## src/rtl/tick_sync.sv

```systemverilog
// Turns four divider square waves into clk-synchronous one-cycle strobes, and runs the power-up timer and score counter.
// Latency: a strobe appears 2 clk edges after the input edge is first sampled. No backpressure; strobes are dropped while the game is inactive.
module tick_sync #(
  parameter int unsigned POWER_TICKS = 150,
  parameter int unsigned SCORE_W     = 16
) (
  input  logic               clk,
  input  logic               rst,
  input  logic               doodle_clk_in,
  input  logic               platform_clk_in,
  input  logic               points_clk_in,
  input  logic               gravity_clk_in,
  input  logic               game_active,
  input  logic               power_pickup,
  input  logic               score_clr,
  output logic               doodle_tick,
  output logic               platform_tick,
  output logic               points_tick,
  output logic               gravity_tick,
  output logic               power_signal,
  output logic [7:0]         power_remaining,
  output logic [SCORE_W-1:0] score
);

  typedef enum logic {IDLE, ACTIVE} state_t;

  localparam logic [7:0]         RELOAD    = 8'(POWER_TICKS);
  localparam logic [SCORE_W-1:0] SCORE_ONE = {{(SCORE_W-1){1'b0}}, 1'b1};

  logic [3:0] clk_in;
  logic [3:0] sync1_q, sync2_q, prev_q, tick_q;

  assign clk_in = {gravity_clk_in, points_clk_in, platform_clk_in, doodle_clk_in};

  // The sync and history flops run regardless of game_active, so edges seen while inactive are lost.
  always_ff @(posedge clk or posedge rst) begin
    if (rst) begin
      sync1_q <= '0;
      sync2_q <= '0;
      prev_q  <= '0;
      tick_q  <= '0;
    end else begin
      sync1_q <= clk_in;
      sync2_q <= sync1_q;
      prev_q  <= sync2_q;
      tick_q  <= sync2_q & ~prev_q & {4{game_active}};
    end
  end

  assign doodle_tick   = tick_q[0];
  assign platform_tick = tick_q[1];
  assign points_tick   = tick_q[2];
  assign gravity_tick  = tick_q[3];

  state_t     state_q, state_d;
  logic [7:0] rem_q, rem_d;
  logic       power_q;

  always_ff @(posedge clk or posedge rst) begin
    if (rst) begin
      state_q <= IDLE;
      rem_q   <= '0;
      power_q <= 1'b0;
    end else begin
      state_q <= state_d;
      rem_q   <= rem_d;
      power_q <= (state_d == ACTIVE);
    end
  end

  // Countdown runs on gravity ticks because the divider freezes the points clock during power-up.
  always_comb begin
    state_d = state_q;
    rem_d   = rem_q;
    if (!game_active) begin
      state_d = IDLE;
      rem_d   = '0;
    end else begin
      case (state_q)
        IDLE: begin
          if (power_pickup) begin
            state_d = ACTIVE;
            rem_d   = RELOAD;
          end
        end
        ACTIVE: begin
          if (power_pickup) begin
            rem_d = RELOAD;
          end else if (gravity_tick) begin
            if (rem_q <= 8'd1) begin
              state_d = IDLE;
              rem_d   = '0;
            end else begin
              rem_d = rem_q - 8'd1;
            end
          end
        end
        default: begin
          state_d = IDLE;
          rem_d   = '0;
        end
      endcase
    end
  end

  assign power_signal    = power_q;
  assign power_remaining = rem_q;

  logic [SCORE_W-1:0] score_q, score_d;

  always_comb begin
    score_d = score_q;
    if (score_clr) begin
      score_d = '0;
    end else if (points_tick && (score_q != {SCORE_W{1'b1}})) begin
      score_d = score_q + SCORE_ONE;
    end
  end

  always_ff @(posedge clk or posedge rst) begin
    if (rst) begin
      score_q <= '0;
    end else begin
      score_q <= score_d;
    end
  end

  assign score = score_q;

endmodule

```

## config.mk

```make
export PLATFORM = sky130hd
export DESIGN_NAME = tick_sync
export DESIGN_NICKNAME = d
export VERILOG_FILES = /design/src/rtl/tick_sync.sv
export SDC_FILE = /design/constraint.sdc
export NUM_CORES = 1
export LEC_CHECK = 0
export BUFFER_PORTS_ARGS = -buffer_cell sky130_fd_sc_hd__buf_4
export CORE_MARGIN = 4
export CORE_UTILIZATION = 50
export CTS_CLUSTER_DIAMETER = 60
export CTS_CLUSTER_SIZE = 14
export DETAILED_ROUTE_END_ITERATION = 7
export PLACE_DENSITY = 0.84
export SYNTH_ARGS = -nofsm -noshare
export SYNTH_HDL_FRONTEND = slang
export SYNTH_SLANG_ARGS = --single-unit
```

## constraint.sdc

```tcl
create_clock -name clk -period 2 [get_ports clk]
set_clock_uncertainty 0.05 [all_clocks]
set_input_delay 0.3 -clock clk [delete_from_list [all_inputs] [get_ports clk]]
set_output_delay 0.3 -clock clk [all_outputs]
set_load 0.01 [all_outputs]
```

==> results of run 1 <==
==> metrics by stage <==
stage	total power, mW	worst slack, ns	hold WS [ns]	util (%)
after global placement	1.07	0.170	0.283	61.7
final	1.74	0.0804	0.0538	65.0
after CTS	1.75	0.109	0.0497	64.8
after global routing	1.81	0.00252	0.0403	65.0
after detailed placement	1.07	0.122	0.288	61.7
after floorplan	0.996	0.183	0.281	-
==> routing by layer <==
metal / up-vias / global-route usage, %
met5: - / 0
met4: 0 / 7.66
met3: 13 / 5.65
met2: 67 / 27.3
met1: 793 / 23.4
li1: 777 / -
==> cell type report <==
class                      count  area share, %
clock buffer                   5           2.89
clock inverter                 3           1.95
inverter                      10           1.58
multi-input combinational    126           34.4
sequential                    41           43.1
tap                           48           2.52
timing repair buffer          43           13.6
==> registers in the layout (all words and copies together) (netlist names) <==
register and cells:
score 16, power_remaining 8, power_signal 1, tick_q 4, sync2_q 4, prev_q 4, sync1_q 4
==> layout by cell type, fill, tap and decap left out, types with 4 or more instances in the layout <==
master	instances
dfrtp_1	41
nor4_1	4
o21ai_0	7
buf_4	43
or4_1	4
nor3_1	4
a21oi_1	7
o31ai_1	5
nor2_1	8
clkbuf_8	5
inv_1	10
a31oi_1	4
nand3_1	8
nand2_1	22
==> what timing repair did <==
action                     CTS  global route
resized for setup            0             2
setup endpoints to repair    0             2
buffers inserted             0             0
==> logic make-up after synthesis <==
kind of cell	Yosys count	share of synthesized area, %
muxes	4	2.31
and+or+nand+nor	72	20.6
DFF	41	54.0
adders and majority gates	3	1.98
AOI/OAI and AO/OA	46	17.5
xor gates and xnor gates	1	0.461
buffers and inverters	15	3.23
==> worst min-delay path by stage <==
| stage | start | endpoint | depth (start not counted) |
|---|---|---|---|
| 3_3_place_gp | sync1_q[1] | sync2_q[1] | 0 |
| 6_report | doodle_clk_in | sync1_q[0] | 1 |
| 5_1_grt | gravity_clk_in | sync1_q[3] | 1 |
| 4_1_cts | platform_clk_in | sync1_q[1] | 1 |
| 2_1_floorplan | sync1_q[0] | sync2_q[0] | 0 |
| 3_5_place_dp | sync1_q[0] | sync2_q[0] | 0 |
==> power groups by stage <==
stage | registers, mW | logic (mW) | clock network [mW]
floorplan | 0.907 | 0.0884 | 0
global placement | 0.898 | 0.172 | 0
detailed placement | 0.899 | 0.174 | 0
CTS | 0.883 | 0.176 | 0.687
global route | 0.889 | 0.196 | 0.725
finish | 0.884 | 0.177 | 0.681
==> metrics.md, run 1 <==
| Metric | Value |
|---|---|
| Vias per inst | 5.98 |
| Diode count | 0 |
| CP Data Required Time | 2.14 ns |
| Met3 routed WL | 301 um |
| Routed wl met2 | 1930 um |
| Final Cell Area | 2380 um2 |
| Post-Syn Nets | 194 |
| Initial antenna violation count | 0 |
| Slew at the pin closest to its max-slew limit | 0.620 ns |
| Vias in the first global route | 1514 |
| Post-Syn Area | 1900 um2 |
| Die area | 4850 um2 |
| Worst vdd ir | 0.727 mV |
| Via count | 1650 |
| Post-synth top area share | 54.0% |
| Core footprint | 3660 um2 |
| WL final | 4180 um |
| Cell Chain, Critical Path | or4_4, o41a_1, a31oi_1, a31oi_1 |
| Most frequent cell after synthesis | dfrtp_1 |
| Post-synthesis register bit count | 41 |
| Synth unique cells | 47 |
| Gr usage total | 17.9% |
| Area occupied by multi-input gates | 818 um2 |
| CP Capture Type | flip-flop |
| Synthesized area per cell | 10.4 um2 |
| CTS Root Buffer Type | clkbuf_8 |
| Critical Path Slowest Stage Cell | or4_4 |
| Placed cell count | 268 |
| Grt total ovfl | 0 |
| Global-route wire length before repair | 7000 um |
| Kind of critical path | flip-flop to flip-flop |
| Worst-skew pair later-pin latency | 0.30 ns |
| CTS tree | yes |
| Worst reg2reg setup slack | 0.08 ns |
| Arr. time, crit path | 2.05 ns |
| Critical path startpoint | power_remaining[4] |
| Drt drc | 0 |
| Comb power frac | 10.2% |
| Post-synthesis instance total | 182 |
| # rows | 22 |
| Synth area leaders | dfrtp_1, nand2_1, nand3_1, ha_1, inv_1 |
| Clock Power Share | 39.1% |
| Fmax | 521 MHz |
| Buffers on Ports | 37 |
| Dpl hpwl | 2900 um |
| Seq/Total Area, Yosys | 54.0% |
| Internal Power | 1.31 mW |
| Pin count of the biggest net entering global routing | 42 |
| P&R area growth vs syn | 25.3% |
| CTS sink count | 41 |
| Buffer depth of the longest clock path | 2 |
| Share of post-route cells with drive strength above 1 | 27.2% |
| Critical Path Stages | 4 |
| Area after DPL | 2260 um2 |
| Die Wd | 69.6 um |
| Initial core utilization | 51.9% |
| Worst setup SP type | flip-flop |
| Buffers and inverters on the worst path | 0 |
| Drt first pass iters | 4 |
| CP max FO | 5 |
| # H-tree levels | 2 |
| FF/Latch Area | 1030 um2 |
| CP dominant cell by count | a31oi_1 |
| Die Y | 69.6 um |
| Switching Share | 24.9% |
| Ys flop type | dfrtp_1 |
| Final Cycle Share | 96.0% |
| Status | finished clean |
| Psw | 434 uW |
| Synth top cells by count | dfrtp_1, nand2_1, inv_1 |
| R2R depth | 4 |
| Max Cap Viol | 0 |
| Final #Nets | 239 |
| GPL Wtd Cong | 0.935 |
| Yosys warning total | 0 |
| Final hold vios | 0 |
| Setup TNS | 0 ns |
| Clock-pin slew on the worst setup and hold paths | 0.09 ns |
| Filler cell count | 285 |
| Sequential Power Share | 50.7% |
| Reg-to-Reg End | power_remaining[5] |
| Setup violators final | 0 |
| Num CTS Buffers | 5 |
| Final Max Tran Viols | 0 |
| Crit path to | power_remaining[5] |
| Worst r2r src | power_remaining[4] |
| Slew margin rel. | 58.3% |
| Final Critical Period | 1.92 ns |
| Cts hold-fix bufs | 0 |
| Post-DRT Antenna Nets | 0 |
| Drt wl/cell | 15.1 um |
| Post-synth EDFFs | 0 |
| Cell Count, Final, Fillers Out | 276 |
| Violation count after the first detailed-route iteration | 120 |
| M1 WL | 1830 um |
| Cell accounting for the most synthesized area | dfrtp_1 |
| Top layer in use | met4 |
| Max incr delay on CP | 0.60 ns |
| Asr flop ratio synth | 100% |
| CP delay by family, top | compound AO/OA/AOI/OAI gates |
| Lkg Pwr | 1.08 nW |
| Hold crit path type | input port to flip-flop |
| IO Pins | 38 |
| Unrepaired setup endpoints after global routing | no |
| Pwr Density | 732 nW/um2 |
(Power assumes the default switching activity.)
==> inputs of run 2 (changes only) <==
--- a/config.mk
+++ b/config.mk
@@ -9,3 +9,3 @@
 export CORE_MARGIN = 4
-export CORE_UTILIZATION = 50
+export CORE_UTILIZATION = 54
 export CTS_CLUSTER_DIAMETER = 60
@@ -13,3 +13,3 @@
 export DETAILED_ROUTE_END_ITERATION = 7
-export PLACE_DENSITY = 0.84
+export PLACE_DENSITY = 0.89
 export SYNTH_ARGS = -nofsm -noshare
==> constraint.sdc (replaced) <==
create_clock -name clk -period 2 [get_ports clk]
set_clock_uncertainty 0.05 [all_clocks]
set_input_delay 0.2 -clock clk [delete_from_list [all_inputs] [get_ports clk]]
set_output_delay 0.2 -clock clk [all_outputs]
set_load 0.01 [all_outputs]
==> run 2 against run 1 <==
Effect of this change:
- combinational power grew 7%
- critical endpoint is now power_remaining[4]
- sequential share of layout area shrank 0.25 points
- design area grew 0.58%
- maximum frequency shrank 0.62%
- total power shrank 12%
- non-clock buffer count grew 8
- sequential cell count is the same
- setup slack lost 0.012 ns
- largest cell class unchanged
- via count grew 0.42%
- first-iteration DRC count grew 9.2%
- critical path depth is the same
==> metrics.md, run 2 (synthesis gave the netlist of run 1 again) <==
| Metric | Value |
|---|---|
| Comb power frac | 12.4% |
| Gr usage total | 21.2% |
| Drt first pass iters | 4 |
| Final Cell Area | 2390 um2 |
| Area occupied by multi-input gates | 812 um2 |
| Fmax | 518 MHz |
| Status | finished clean |
| CTS tree | yes |
| Slew margin rel. | 60.5% |
| Worst vdd ir | 0.694 mV |
| CP Data Required Time | 2.23 ns |
| Pwr Density | 637 nW/um2 |
| Unrepaired setup endpoints after global routing | no |
| Arr. time, crit path | 2.16 ns |
| Lkg Pwr | 1.09 nW |
| Diode count | 0 |
| P&R area growth vs syn | 26.0% |
| CP max FO | 5 |
| Via count | 1657 |
| Area after DPL | 2270 um2 |
| Violation count after the first detailed-route iteration | 131 |
| GPL Wtd Cong | 0.935 |
| # H-tree levels | 2 |
| Sequential Power Share | 58.1% |
| FF/Latch Area | 1030 um2 |
| Psw | 436 uW |
| # rows | 21 |
| Grt total ovfl | 0 |
| Max Cap Viol | 0 |
| CTS Root Buffer Type | clkbuf_4 |
| Core footprint | 3360 um2 |
| Share of post-route cells with drive strength above 1 | 26.3% |
| Setup TNS | 0 ns |
| # Post-CTS Setup Buffers | 0 |
| Initial antenna violation count | 0 |
| Filler cell count | 272 |
| Vias per inst | 5.88 |
| Post-cts resize count | 0 |
| Die Y | 67.3 um |
| CP Capture Type | flip-flop |
| Pin count of the biggest net entering global routing | 42 |
| Initial core utilization | 56.5% |
| WL final | 4260 um |
| Worst setup SP type | flip-flop |
| Final Critical Period | 1.93 ns |
| Drt wl/cell | 15.1 um |
| Final Max Tran Viols | 0 |
| Internal Power | 1.09 mW |
| Dpl hpwl | 3050 um |
| Num CTS Buffers | 5 |
| Final core utilization | 71.2% |
| Final #Nets | 247 |
| IO Pins | 38 |
| Clock Power Share | 29.5% |
| Buffers on Ports | 37 |
| Buffer depth of the longest clock path | 2 |
| Dpl ws | 0.110 ns |
| Worst-skew pair later-pin latency | 0.37 ns |
| Die Wd | 67.3 um |
| Vias in the first global route | 1512 |
| Global-route wire length before repair | 7100 um |
| Setup violators final | 0 |
| CTS sink count | 41 |
| Final worst-path setup slack | 0.0684 ns |
| Switching Share | 28.6% |
| Final Cycle Share | 96.6% |
| Cts hold-fix bufs | 6 |
| Max reg flops | 16 |
| Hold crit path type | input port to flip-flop |
| Overall Power | 1.53 mW |
| Post-DRT Antenna Nets | 0 |
| Most frequent cells in the layout | buf_4, dfrtp_1, nand2_1, inv_1 |
| Drt drc | 0 |
| Die area | 4530 um2 |
| Slew at the pin closest to its max-slew limit | 0.587 ns |
| Most common cell after layout, fill and taps aside | buf_4 |
| Clock-pin slew on the worst setup and hold paths | 0.14 ns |
| Final hold vios | 0 |
| Kind of critical path | flip-flop to flip-flop |
==> run 2: cell types whose count changed in the layout (fill, tap and decap cells not counted), sizes merged <==
cell,delta
inv,+1
dlygate4sd3,+6
buf,+2
bufinv,-1
==> run 2: power by group through the flow <==
stage	logic, mW	registers [mW]	clock network, mW
after CTS	0.190	0.885	0.455
after detailed placement	0.180	0.901	0
after global placement	0.180	0.898	0
after global routing	0.208	0.889	0.494
final	0.190	0.885	0.450
after floorplan	0.0884	0.907	0
==> run 2: path summary, 6_finish.rpt <==
check	startpoint	to	slack, ns	depth (start not counted)
setup / recovery	power_remaining[4]	power_remaining[4]	0.07	4
hold / removal	game_active	power_signal	0.04	2
setup reg to reg	power_remaining[4]	power_remaining[4]	0.07	4
hold reg to reg	sync1_q[3]	sync2_q[3]	0.32	0
max in group asynchronous	rst	tick_q[1]	1.10	4
min in group asynchronous	rst	score[14]	0.46	4
==> run 2: critical path: stages, from the launching register on <==
cell      delay, ns
dfrtp_1        0.47
or4_4          0.60
nor3_1         0.29
o311ai_0       0.21
a22o_1         0.22
==> run 2: stage by stage <==
| step | cells | hold WS (ns) |
|---|---|---|
| 3_5_place_dp | 268 | 0.261 |
| 5_1_grt | 282 | 0.0240 |
| 3_3_place_gp | 268 | 0.259 |
| 2_1_floorplan | 182 | 0.181 |
| 4_1_cts | 282 | 0.0307 |
| 6_report | 282 | 0.0350 |
==> run 2: per-layer routing <==
layer  GRT usage, %  routed length, um  share of wire [%]  vias to the layer above
met5              0                  0                  0                        -
li1               -                  -                  -                      785
met2           32.5               1970                 46                       61
met3           5.82                283                6.6                        9
met4           9.62                 99                2.3                        0
met1           28.0               1910                 45                      802
==> run 2: layout make-up <==
type / count / share of cell area (%)
Clock buffer: 5 / 1.57
Tap cell: 46 / 2.40
Sequential cell: 41 / 42.9
Clock inverter: 3 / 1.05
Inverter: 10 / 1.57
Timing Repair Buffer: 51 / 16.6
Multi-Input combinational cell: 126 / 33.9
==> inputs of run 3 (changes only) <==
- clock period: 2 -> 1.9 ns (I/O delays scaled with it)
==> run 3 against run 2 <==
Effect of this change:
- maximum frequency rose by 7.5%
- combinational power rose by 18%
- die area unchanged
- global-route usage up 2.5 points
- clock power grew 9.6%
- via count grew 6.8%
==> metrics.md, run 3 (synthesis gave the netlist of run 1 again) <==
| Metric | Value |
|---|---|
| Status | finished clean |
| Overall Power | 1.65 mW |
| Fmax | 556 MHz |
| Final Cycle Share | 94.6% |
| Area after DPL | 2350 um2 |
| IO Pins | 38 |
| # H-tree levels | 2 |
| Clock Power Share | 30.0% |
| Drt first pass iters | 5 |
| Num CTS Buffers | 5 |
| CP max FO | 5 |
| Final Max Tran Viols | 0 |
| Die Y | 67.3 um |
| CP Data Required Time | 2.12 ns |
| Violation count after the first detailed-route iteration | 149 |
| Critical Path Slowest Stage Cell | or4_4 |
| Diode count | 0 |
| Max incr delay on CP | 0.57 ns |
| P&R area growth vs syn | 31.4% |
| Final hold vios | 0 |
| Worst vdd ir | 0.651 mV |
| Core footprint | 3360 um2 |
| Pwr Density | 659 nW/um2 |
| Max reg flops | 16 |
| Dpl hpwl | 3270 um |
| Worst-skew pair later-pin latency | 0.37 ns |
| Via count | 1769 |
| CTS tree | yes |
| Lkg Pwr | 1.15 nW |
| Dpl ws | 0.0844 ns |
| CP Capture Type | flip-flop |
| Vias in the first global route | 1647 |
| Die Wd | 67.3 um |
| Die area | 4530 um2 |
| Clock-pin slew on the worst setup and hold paths | 0.14 ns |
| Cell Count, Final, Fillers Out | 294 |
| Final core utilization | 74.2% |
| Final worst-path setup slack | 0.103 ns |
| Most common cell after layout, fill and taps aside | buf_4 |
| Grt total ovfl | 0 |
| Arr. time, crit path | 2.01 ns |
| Kind of critical path | flip-flop to flip-flop |
| Comb power frac | 13.6% |
| # rows | 21 |
| Cell Chain, Critical Path | or4_4, nor3_1, buf_4, o311ai_0, a22o_1 |
| Switching Share | 28.8% |
| Setup violators final | 0 |
| Pin count of the biggest net entering global routing | 42 |
| Global-route wire length before repair | 7780 um |
| Internal Power | 1.17 mW |
| Hold crit path type | input port to flip-flop |
| Final #Nets | 259 |
| Post-DRT Antenna Nets | 0 |
| Psw | 474 uW |
| CTS Root Buffer Type | clkbuf_4 |
| Drt wl/cell | 15.9 um |
| Hold WS | 0.0438 ns |
| Initial core utilization | 56.5% |
| Initial antenna violation count | 0 |
| Buffers on Ports | 37 |
| Max Cap Viol | 0 |
| Worst setup SP type | flip-flop |
| Placed cell count | 279 |
| Buffer depth of the longest clock path | 2 |
| Setup TNS | 0 ns |
| Slew margin rel. | 67.2% |
| Drt drc | 0 |
| Slew at the pin closest to its max-slew limit | 0.492 ns |
| WL final | 4670 um |
| Sequential Power Share | 56.4% |
| Final Critical Period | 1.80 ns |
| Most frequent cells in the layout | buf_4, dfrtp_1, nand2_1, inv_1 |
| GPL Wtd Cong | 0.882 |
| Share of post-route cells with drive strength above 1 | 31.0% |
| Final Cell Area | 2500 um2 |
| CTS sink count | 41 |
| Filler cell count | 252 |
| Gr usage total | 23.7% |
| Vias per inst | 6.02 |
[run 3: cell type report]
cell class	count	area (um2)	area share, %
inverter	10	37.5	1.50
clock inverter	3	28.8	1.15
tap	46	57.6	2.31
timing repair buffer	63	488	19.5
multi-input combinational	126	818	32.8
clock buffer	5	37.5	1.50
sequential	41	1030	41.2
[run 3: layer usage]
metal  share of wire [%]  wire (um)  GRT usage, %
met1                  44       2040          31.7
met2                  47       2190          36.3
met3                 6.8        318          5.66
met4                 2.7        125          11.1
met5                   0          0             0
[run 3: what timing repair did]
action                                  CTS  global route
resized for setup                         0             4
endpoints found under the setup margin    0             4
hold buffers                              6             0
setup buffers                             0             1
endpoints found under the hold margin    46             0
[run 3: power groups by stage]
stage	Combinational, mW	Sequential, mW	Clock [mW]
6_report	0.224	0.928	0.493
5_1_grt	0.246	0.933	0.553
4_1_cts	0.221	0.928	0.504
3_5_place_dp	0.210	0.945	0
3_3_place_gp	0.206	0.941	0
2_1_floorplan	0.0931	0.955	0
[run 3: final timing paths]
| path | slack, ns | end | cells past startpoint | from |
|---|---|---|---|---|
| max in group asynchronous | 1.00 | score[5] | 4 | rst |
| max | 0.10 | power_remaining[4] | 5 | power_remaining[4] |
| min | 0.04 | tick_q[2] | 3 | game_active |
| min reg2reg | 0.32 | sync2_q[2] | 0 | sync1_q[2] |
| min in group asynchronous | 0.44 | score[15] | 4 | rst |
| max reg2reg | 0.10 | power_remaining[4] | 5 | power_remaining[4] |
[run 3: worst max-delay path: cells and delay by family (launching register included)]
family | cells | cell delay, ns
compound gates | 2 | 0.37
buf+inv | 1 | 0.16
flops | 1 | 0.40
simple gates | 2 | 0.72
